File: config.mk
export PLATFORM = sky130hd
export DESIGN_NAME = vend_sequencer
export DESIGN_NICKNAME = d
export VERILOG_FILES = /design/src/rtl/vend_sequencer.sv
export SDC_FILE = /design/constraint.sdc
export NUM_CORES = 1
export LEC_CHECK = 0
export CORE_ASPECT_RATIO = 1.2
export CORE_MARGIN = 5
export CORE_UTILIZATION = 26
export CTS_CLUSTER_DIAMETER = 40
export CTS_CLUSTER_SIZE = 14
export DETAILED_ROUTE_END_ITERATION = 7
export SETUP_SLACK_MARGIN = 0.1
export SLEW_MARGIN = 5
export SYNTH_ARGS = -nofsm -noshare
export SYNTH_HDL_FRONTEND = slang
export SYNTH_SLANG_ARGS = --single-unit
File: constraint.sdc
create_clock -name clk -period 3.6 [get_ports clk]
set_input_delay 0.72 -clock clk [delete_from_list [all_inputs] [get_ports clk]]
set_output_delay 0.72 -clock clk [all_outputs]
set_load 0.005 [all_outputs]
File: src/rtl/vend_sequencer.sv
// Coin-operated vending sequencer: accepts Rs5/Rs10 coins, dispenses one of
// three products and refunds the remaining credit one Rs5 coin per cycle.
module vend_sequencer #(
    parameter int PRICE_1    = 5,
    parameter int PRICE_2    = 10,
    parameter int PRICE_3    = 15,
    parameter int CREDIT_MAX = 30,
    parameter int TIMEOUT    = 255
) (
    input  logic       clk,
    input  logic       reset,
    input  logic       coin_valid,
    input  logic [1:0] coin_val,
    input  logic [1:0] product,
    input  logic       cancel,
    output logic [4:0] credit,
    output logic       product_1,
    output logic       product_2,
    output logic       product_3,
    output logic       change_coin,
    output logic       coin_reject,
    output logic       insufficient,
    output logic       busy
);

    // state    | meaning
    // IDLE     | no credit held, waiting for the first coin
    // COLLECT  | accumulating credit, waiting for selection/cancel/timeout
    // DISPENSE | one-cycle product pulse for the latched selection
    // CHANGE   | returning credit, one Rs5 coin per cycle
    typedef enum logic [1:0] {IDLE, COLLECT, DISPENSE, CHANGE} state_t;

    state_t     state_q, state_d;
    logic [4:0] credit_d;
    logic [7:0] timer_q, timer_d;
    logic [8:0] timer_inc;
    logic [1:0] sel_q, sel_d;
    logic       reject_d, insuf_d;
    logic       coin_ok, coin_fits;
    logic [5:0] coin_amt, credit_sum, price;

    always_comb begin
        coin_ok  = (coin_val == 2'b01) || (coin_val == 2'b10);
        coin_amt = (coin_val == 2'b01) ? 6'd5 : (coin_val == 2'b10) ? 6'd10 : 6'd0;
        // 6-bit sum so credit + 10 cannot wrap before the limit compare
        credit_sum = {1'b0, credit} + coin_amt;
        coin_fits  = coin_ok && (credit_sum <= 6'(CREDIT_MAX));
        case (product)
            2'b01:   price = 6'(PRICE_1);
            2'b10:   price = 6'(PRICE_2);
            2'b11:   price = 6'(PRICE_3);
            default: price = 6'd0;
        endcase
        timer_inc = {1'b0, timer_q} + 9'd1;
    end

    always_comb begin
        state_d  = state_q;
        credit_d = credit;
        timer_d  = timer_q;
        sel_d    = sel_q;
        reject_d = 1'b0;
        insuf_d  = 1'b0;
        case (state_q)
            IDLE: begin
                timer_d = 8'd0;
                if (coin_valid) begin
                    if (coin_fits) begin
                        credit_d = credit_sum[4:0];
                        state_d  = COLLECT;
                    end else begin
                        reject_d = 1'b1;
                    end
                end
            end
            COLLECT: begin
                if (cancel) begin
                    reject_d = coin_valid;
                    timer_d  = 8'd0;
                    state_d  = CHANGE;
                end else if (product != 2'b00) begin
                    reject_d = coin_valid;
                    timer_d  = 8'd0;
                    if ({1'b0, credit} >= price) begin
                        credit_d = credit - price[4:0];
                        sel_d    = product;
                        state_d  = DISPENSE;
                    end else begin
                        insuf_d = 1'b1;
                    end
                end else if (coin_valid) begin
                    timer_d = 8'd0;
                    if (coin_fits) credit_d = credit_sum[4:0];
                    else           reject_d = 1'b1;
                end else if (timer_inc == 9'(TIMEOUT)) begin
                    timer_d = 8'd0;
                    state_d = CHANGE;
                end else begin
                    timer_d = timer_inc[7:0];
                end
            end
            DISPENSE: begin
                reject_d = coin_valid;
                state_d  = (credit != 5'd0) ? CHANGE : IDLE;
            end
            CHANGE: begin
                reject_d = coin_valid;
                if (credit > 5'd5) begin
                    credit_d = credit - 5'd5;
                end else begin
                    credit_d = 5'd0;
                    state_d  = IDLE;
                end
            end
            default: state_d = IDLE;
        endcase
    end

    // Pulse outputs describe the state being entered, so they line up with it.
    always_ff @(posedge clk) begin
        if (reset) begin
            state_q      <= IDLE;
            credit       <= 5'd0;
            timer_q      <= 8'd0;
            sel_q        <= 2'b00;
            product_1    <= 1'b0;
            product_2    <= 1'b0;
            product_3    <= 1'b0;
            change_coin  <= 1'b0;
            coin_reject  <= 1'b0;
            insufficient <= 1'b0;
            busy         <= 1'b0;
        end else begin
            state_q      <= state_d;
            credit       <= credit_d;
            timer_q      <= timer_d;
            sel_q        <= sel_d;
            product_1    <= (state_d == DISPENSE) && (sel_d == 2'b01);
            product_2    <= (state_d == DISPENSE) && (sel_d == 2'b10);
            product_3    <= (state_d == DISPENSE) && (sel_d == 2'b11);
            change_coin  <= (state_d == CHANGE);
            coin_reject  <= reject_d;
            insufficient <= insuf_d;
            busy         <= (state_d == DISPENSE) || (state_d == CHANGE);
        end
    end

endmodule

Yosys cells after proc, flatten, opt, wreduce, memory -nomap -nowiden. Cells that the tools add are included.

Flip-flop bits (word level): 24. Output and inout bits: 12. Bits of input ports: 8. Word-level logic and storage cells: 85.

$lt $le $gt $ge: 3. Reduce and logical (&&, ||, !) cells: 14. Equality and inequality tests: 16. Bitwise gates (word level): 2. $add $sub $neg: 4. Multiplexer cells: 35.

Operators with widths (count): two-way mux 8 bit (4); two-way mux 5 bit (6); two-way mux 2 bit (13); equality test 2 bit (second input constant) (9); one-hot mux 8 bit (2 select lines) (1); one-hot mux 5 bit (3 select lines) (1); one-hot mux 4 bit (3 select lines) (1); adder 8 x 1 -> 9 bit (second input constant) (1); equality test 9 x 8 -> 1 bit (second input constant) (1); equality test 2 x 1 -> 1 bit (second input constant) (4); two-way mux 4 bit (2); one-hot mux 2 bit (4 select lines) (1); adder 5 x 4 -> 6 bit (1); >= comparator 5 x 6 -> 1 bit (1); <= comparator 6 x 5 -> 1 bit (second input constant) (1); > comparator 5 x 3 -> 1 bit (second input constant) (1); two-way mux 1 bit (5); nonzero test 5 bit (1); subtractor 5 x 3 -> 5 bit (second input constant) (1); subtractor 5 bit (1); logical AND 1 bit (4); nonzero test 2 bit (2); OR reduction 4 bit (1); inequality test 3 bit (second input constant) (1); other kinds (8) (10).

Depth between registers and ports, before layout. Gate-level depths: netlist of the first run.

Depth in word-level cells: 11. Depth in mapped cells: 12. Depth with buffers taken out: 12.

Least setup slack after synthesis of the first run. OpenSTA, ideal clock, no wires.

Kind: input-to-reg. Start: input product[0]. End: register credit[3]. Data required time: 3484 ps. Stages: 9. Library setup time: 116 ps. Arrival: 2802 ps. Slack: 682 ps. Buffers on the path: 1. Cells stage by stage: clkbuf_1 ha_1 inv_1 fa_1 a21o_1 a211o_1 o221ai_1 mux2_2 o211a_1.

Word-level cells in the longest chain between the ends: 7. Elaborated cells between the ends (all ways): 13. Classes of those cells: 1 x add/sub; 1 x order compare; 4 x eq/ne; 5 x mux; 2 x reduce/logical.

Ends and longest elaborated chain: start: declaration (RTL line 14) `input logic [1:0] product,`; equality test 2 bit / equality test 2 x 1 -> 1 bit (equally long branches) (RTL line 48) `case (product)`; one-hot mux 4 bit (3 select lines) (RTL line 48); subtractor 5 bit (RTL line 85) `credit_d = credit - price[4:0];`; two-way mux 5 bit (RTL line 84) `if ({1'b0, credit} >= price) begin`; two-way mux 5 bit (RTL line 81) `end else if (product != 2'b00) begin`; two-way mux 5 bit (RTL line 77) `if (cancel) begin`; one-hot mux 5 bit (3 select lines) (RTL line 64) `case (state_q)`; end signal: assignment (RTL line 135) `credit <= credit_d;`; end: declaration (RTL line 16) `output logic [4:0] credit,`.

Parallel ways exist; a longest one is shown, timed or not. The select of a mux whose other input is x is not followed. A chain may end at the register's enable or synchronous reset.

Worst setup path after layout of the first run.
Start: input coin_val[0]. End: register credit[3].

Word-level cells in the longest chain between the ends: 11. Elaborated cells between the ends (all ways): 13. Classes of those cells: 1 x add/sub; 1 x order compare; 2 x eq/ne; 7 x mux; 2 x reduce/logical.

Ends and longest elaborated chain: start: declaration (RTL line 13) `input logic [1:0] coin_val,`; equality test 2 bit (RTL line 43, 44); two-way mux 4 bit (2 in series) (RTL line 44) `coin_amt = (coin_val == 2'b01) ? 6'd5 : (coin_val == 2'b10) ? 6'd10 : 6'd0;`; adder 5 x 4 -> 6 bit (RTL line 46) `credit_sum = {1'b0, credit} + coin_amt;`; <= comparator 6 x 5 -> 1 bit (RTL line 47) `coin_fits = coin_ok && (credit_sum <= 6'(CREDIT_MAX));`; logical AND 1 bit (RTL line 47); two-way mux 5 bit * (RTL line 68, 93); two-way mux 5 bit * (RTL line 67) `if (coin_valid) begin`; two-way mux 5 bit (RTL line 81); two-way mux 5 bit (RTL line 77); one-hot mux 5 bit (3 select lines) * (RTL line 64).

Every way passes the cells marked *; elsewhere a longest branch is shown, timed or not. The select of a mux whose other input is x is not followed.

==> impl_metrics.json, run 1 <==
{
  "wl_um": 4780,
  "synthXorXnorAreaFrac_pct": 5.17,
  "cts_hold_buf": 0,
  "grt_max_degree": 17,
  "synthSimpleGateAreaFrac_pct": 22.0,
  "status": "finished, final reports clean",
  "first_global_vias": 1766,
  "netlist_instances": 250,
  "rows": 35,
  "maxSlewHeadroom_pct": 62.3,
  "cts_tree": "built",
  "synth_top_family_by_area": "compound AO/OA/AOI/OAI gates",
  "grt_pass1_wl_um": 8110,
  "fillers": 833,
  "critPathMaxFanout": 4,
  "yosys_warnings": 0,
  "synth_area_um2": 2010,
  "routabilityCongestion": 0.828,
  "dieHeight_um": 106,
  "skew_ns": 0.00144,
  "finalCoreUtilization_pct": 30.6,
  "initial_utilization_pct": 26.3,
  "port-buffer-count": 19,
  "dpl.hpwl_um": 3810,
  "syn_area_per_cell_um2": 8.03,
  "post_cts_buffers": 0,
  "placed_cells": 355,
  "crit_path_end_kind": "register",
  "synth_ff_type": "dfxtp_1",
  "design_area_um2": 2330,
  "cts_buffers": 3,
  "viasPerCell": 5.05,
  "worst_pin_slew_ns": 0.565,
  "critPathBufInv": 3,
  "top_layer": "met4",
  "synthArstFlopShare_pct": 0,
  "clock-root-buffer": "clkbuf_8",
  "cts_max_level": 1,
  "antenna_found_initial": 0,
  "wl_met2_um": 2400,
  "first_iter_violations": 103,
  "rsz0062_at_grt": "false",
  "maxCapViolations": 0,
  "cp_slowest_cell": "clkdlybuf4s50_1",
  "cp.arrival_ns": 3.41,
  "ys_types": 66,
  "ctsResizeCount": 0,
  "cts.path.max_buffers": 2,
  "period_share_pct": 90.1,
  "hold_ws_ns": 0.517,
  "muxShareOfSynthArea_pct": 2.06,
  "ys_ff_latch": 23,
  "synth_nets": 278,
  "hold_class": "register to register",
  "synth_compound_area_share_pct": 26.4,
  "synth_adder_area_share_pct": 12.8,
  "drt_first_pass_iters": 4,
  "drive_above_1_share_pct": 9.36,
  "ios": 20,
  "path_clk_slew_ns": 0.09,
  "layout.nets": 296,
  "cts_sinks": 23,
  "design.core.area_um2": 7620,
  "cellLeakagePower_nw": 0.926,
  "p_per_area_nw_per_um2": 599,
  "setup_tns_ns": 0,
  "synth_edf_count": 0,
  "drt-met1-wl_um": 2160,
  "avgRoutedWirePerCell_um": 13.3,
  "fin_crit_ns": 3.24,
  "die_area_um2": 9580,
  "setup_viol": 0,
  "place_area_um2": 2290,
  "finalHoldViolations": 0,
  "crit_chain": "clkdlybuf4s50_1, inv_1, ha_1, xnor2_1, inv_1, ha_1, a21oi_1, a21oi_1, or4_1, nand3_2, o211ai_1, mux2i_1, o211a_1",
  "track_usage_pct": 9.98,
  "area_growth_pct": 16.3,
  "ir_drop_uv": 335,
  "path_class": "input pin to register",
  "max_freq_mhz": 308,
  "crit_family": "compound AO/OA/AOI/OAI gates",
  "antenna_left": 0,
  "remaining_drc_errors": 0,
  "num_vias": 1812,
  "worst_setup_path_start_kind": "input pin",
  "insertion_delay_ns": 0.26,
  "slew_viol_final": 0,
  "die_w_um": 90.2,
  "overflow": 0,
  "finalNonFillerCells": 359,
  "ys_seq_area_share_pct": 22.9,
  "cp_slowest_stage_delay_ns": 0.50,
  "wl_met3_um": 129,
  "antennaDiodeCount": 0,
  "critPathRequiredTime_ns": 3.76
}
## power by group
part	switching, mW	internal [mW]	leakage, nW	total, mW
combinational	0.454	0.393	0.714	0.847
sequential	0.0909	0.296	0.186	0.387
clock	0.0858	0.0772	0.0255	0.163
## layout make-up
type / count / area, µm² / area share, %
sequential: 23 / 460 / 19.7
clock inverter: 1 / 5.00 / 0.214
timing repair buffer: 26 / 243 / 10.4
multi-input combinational: 189 / 1380 / 58.9
inverter: 25 / 93.8 / 4.02
clock buffer: 3 / 41.3 / 1.77
tap: 92 / 115 / 4.93
## cells in the final DEF (no fill, tap or decap), drive strengths merged, types with 3 or more instances in the layout
master          n
clkdlybuf4s50  19
clkbuf          3
nand2b          6
and2            4
a31oi           3
nand3           6
nor3            3
o21ai          14
mux2i           3
nand2          24
dfxtp          23
a21oi          19
nor4            5
xor2            4
and3            3
ha             19
inv            25
nor3b           4
a311oi          5
buf             7
xnor2           7
nor2           18
## worst min-delay path: stages (launching register included)
cell and delay (ns):
dfxtp_1 0.32, a21boi_1 0.07, inv_1 0.05, nor4_1 0.04
## logic make-up (layout without fill, tap and decap cells)
kind of cell             Yosys count  in the layout
AO/OA/AOI/OAI                     70             70
flip-flops                        23             23
multiplexers                       4              4
buffers and inverters             38             55
XOR/XNOR                          11             11
AND/OR/NAND/NOR                   84             84
adder cells (fa/ha/maj)           20             20
## cell usage after synthesis (all sizes together) (5+ instances only)
cell | number | area share [%]
xnor2 | 7 | 3.1
a311oi | 5 | 2.2
nand2 | 24 | 4.5
inv | 25 | 4.7
nor4 | 5 | 1.6
a21oi | 19 | 4.9
nand3 | 6 | 2.0
o21ai | 14 | 4.2
clkbuf | 6 | 1.3
dfxtp | 23 | 23
ha | 19 | 12
nor2 | 18 | 3.4
buf | 7 | 2.6
nand2b | 6 | 1.9
## layer usage
layer,vias up,global-route usage [%]
met5,-,0
met4,0,3.83
met1,845,12.2
met3,8,1.27
met2,29,17.7
li1,930,-
## registers in the layout, summed over array words and instances, names as in the netlist
signal	count
credit	5
change_coin	1
product_3	1
busy	1
sel_q	2
state_q	1
coin_reject	1
timer_q	8
product_1	1
insufficient	1
product_2	1
## through the flow
stage                     worst slack (ns)  total power, mW
after floorplan                      0.682             1.01
final                                0.356             1.40
after global placement               0.130             1.23
after detailed placement            0.0498             1.24
after global routing                 0.144             1.52
after CTS                            0.343             1.41
## worst paths after layout
kind / end / slack, ns / cells after the start / startpoint
max: credit[3]$_SDFFE_PP0P_ / 0.36 / 13 / coin_val[0]
min: product_1$_SDFF_PP0_ / 0.52 / 3 / sel_q[1]$_SDFF_PP0_
max reg2reg: credit[3]$_SDFFE_PP0P_ / 0.91 / 11 / credit[0]$_SDFFE_PP0P_
min reg2reg: product_1$_SDFF_PP0_ / 0.52 / 3 / sel_q[1]$_SDFF_PP0_
Note: power is estimated with default switching activity, not from simulation.
==> inputs of run 2 (changes only) <==
- ABC_AREA: default -> 0
==> results of run 2 <==
Final layout, timing and power as in run 1 (identical DEF).
==> inputs of run 3 (changes only) <==
- CORE_ASPECT_RATIO: 1.2 -> default
- CORE_MARGIN: 5 -> 3
- RECOVER_POWER: default -> 25
==> run 3 against run 2 <==
Effect of this change:
- clock skew grew 0.0027 ns
- non-clock buffer count shrank 1
- fmax shrank 0.81%
- via count grew 2.5%
- sequential power grew 1%
- global-route usage grew 0.69 points
- design area grew 0.21%
- combinational power shrank 0.5%
- clock power shrank 2%
- utilization grew 1.1 points
- flip-flop and latch count is the same
- critical path depth is the same
- critical endpoint unchanged
- highest routed layer unchanged
==> impl_metrics.json, run 3 (synthesis results as in run 1) <==
{
  "status": "finished, final reports clean",
  "cts_tree": "built",
  "maxSlewHeadroom_pct": 63.1,
  "grt_max_degree": 17,
  "design.core.area_um2": 7370,
  "multi_input_area_um2": 1380,
  "port-buffer-count": 19,
  "post_cts_buffers": 0,
  "place_area_um2": 2290,
  "hold_class": "register to register",
  "cellLeakagePower_nw": 0.948,
  "cp_slowest_cell": "clkdlybuf4s50_1",
  "cts_max_level": 1,
  "drive_above_1_share_pct": 9.40,
  "antenna_left": 0,
  "final_common_cell": "inv_1",
  "grt_pass1_wl_um": 7820,
  "fillers": 789,
  "remaining_drc_errors": 0,
  "ios": 20,
  "cts_sinks": 23,
  "max_freq_mhz": 306,
  "die_area_um2": 8810,
  "period_share_pct": 90.9,
  "hold_ws_ns": 0.501,
  "fin_crit_ns": 3.27,
  "design_area_um2": 2340,
  "clock-root-buffer": "clkbuf_8",
  "insertion_delay_ns": 0.26,
  "antenna_found_initial": 0,
  "wl_um": 4570,
  "slew_viol_final": 0,
  "first_iter_violations": 151,
  "layout_setup_ws_ns": 0.329,
  "die_w_um": 93.9,
  "worst_pin_slew_ns": 0.554,
  "critPathMaxFanout": 4,
  "maxCapViolations": 0,
  "routabilityCongestion": 0.798,
  "antennaDiodeCount": 0,
  "register_area_um2": 460,
  "rows": 31,
  "path_class": "input pin to register",
  "layout.nets": 295,
  "num_vias": 1857,
  "overflow": 0,
  "cp_slowest_stage_delay_ns": 0.51,
  "dpl.hpwl_um": 3590,
  "setup_tns_ns": 0,
  "crit_path_end_kind": "register",
  "path_clk_slew_ns": 0.08,
  "largest_reg_flops": 8,
  "cts.path.max_buffers": 2,
  "final_cell_mix": "inv_1 (25), nand2_1 (24), dfxtp_1 (23)",
  "dieHeight_um": 93.9,
  "cts_hold_buf": 0,
  "critPathRequiredTime_ns": 3.76,
  "crit_chain": "clkdlybuf4s50_1, inv_1, ha_1, xnor2_1, inv_1, ha_1, a21oi_1, a21oi_1, or4_1, nand3_2, o211ai_1, mux2i_1, o211a_1",
  "ir_drop_uv": 180,
  "track_usage_pct": 10.7,
  "setup_viol": 0,
  "rsz0062_at_grt": "false",
  "reg.largest.list": "timer_q x8, credit x5, sel_q x2",
  "viasPerCell": 5.09,
  "initial_utilization_pct": 27.2,
  "skew_ns": 0.00410,
  "cp.arrival_ns": 3.43,
  "cts_buffers": 3,
  "max_flop_register": "timer_q",
  "avgRoutedWirePerCell_um": 12.5,
  "first_global_vias": 1712,
  "drt_first_pass_iters": 5,
  "area_growth_pct": 16.5,
  "pre_cts_ws_ns": 0.0158,
  "worst_setup_path_start_kind": "input pin",
  "finalHoldViolations": 0,
  "p_per_area_nw_per_um2": 596
}
[run 3: final timing paths]
| kind | startpoint | endpoint | slack [ns] | cells past startpoint |
|---|---|---|---|---|
| worst max-delay path | coin_val[0] | credit[3]$_SDFFE_PP0P_ | 0.33 | 13 |
| worst min-delay path | timer_q[7]$_SDFFE_PP0P_ | timer_q[7]$_SDFFE_PP0P_ | 0.50 | 1 |
| worst min register to register | timer_q[7]$_SDFFE_PP0P_ | timer_q[7]$_SDFFE_PP0P_ | 0.50 | 1 |
| worst max register to register | credit[0]$_SDFFE_PP0P_ | credit[4]$_SDFFE_PP0P_ | 0.91 | 11 |
[run 3: critical path: cells and delay by family]
family	cells	cell delay [ns]
compound gates	4	0.67
buf+inv	3	0.65
simple gates	2	0.63
fa+ha+maj	2	0.41
xor+xnor	1	0.20
mux	1	0.16
[run 3: area by class of cell]
type | count | share of cell area (%)
multi-input combinational | 189 | 59.0
sequential | 23 | 19.7
timing repair buffer | 25 | 10.1
tap | 99 | 5.30
inverter | 25 | 4.01
clock buffer | 3 | 1.77
clock inverter | 1 | 0.214
[run 3: power by group]
part / internal, mW / switching [mW] / total (mW)
clock: 0.0771 / 0.0816 / 0.159
combinational: 0.389 / 0.454 / 0.843
sequential: 0.296 / 0.0955 / 0.392
[run 3: stage by stage]
step / utilization [%] / cells / power [mW]
after detailed placement: 31.1 / 361 / 1.24
after global placement: 31.1 / 361 / 1.23
after CTS: 31.7 / 365 / 1.40
after floorplan: - / 250 / 1.01
final: 31.7 / 365 / 1.39
after global routing: 31.7 / 365 / 1.52
[run 3: layer usage]
layer	GRT usage [%]	vias up	routed length, µm
li1	-	928	-
met1	14.6	849	2100
met2	17.7	70	2110
met3	1.12	10	286
met4	3.13	0	76
met5	0	-	0
[run 3: what timing repair did]
action	4_1_cts	5_1_grt
resized for setup	0	1
hold endpoints to repair	0	0
setup endpoints to repair	0	1
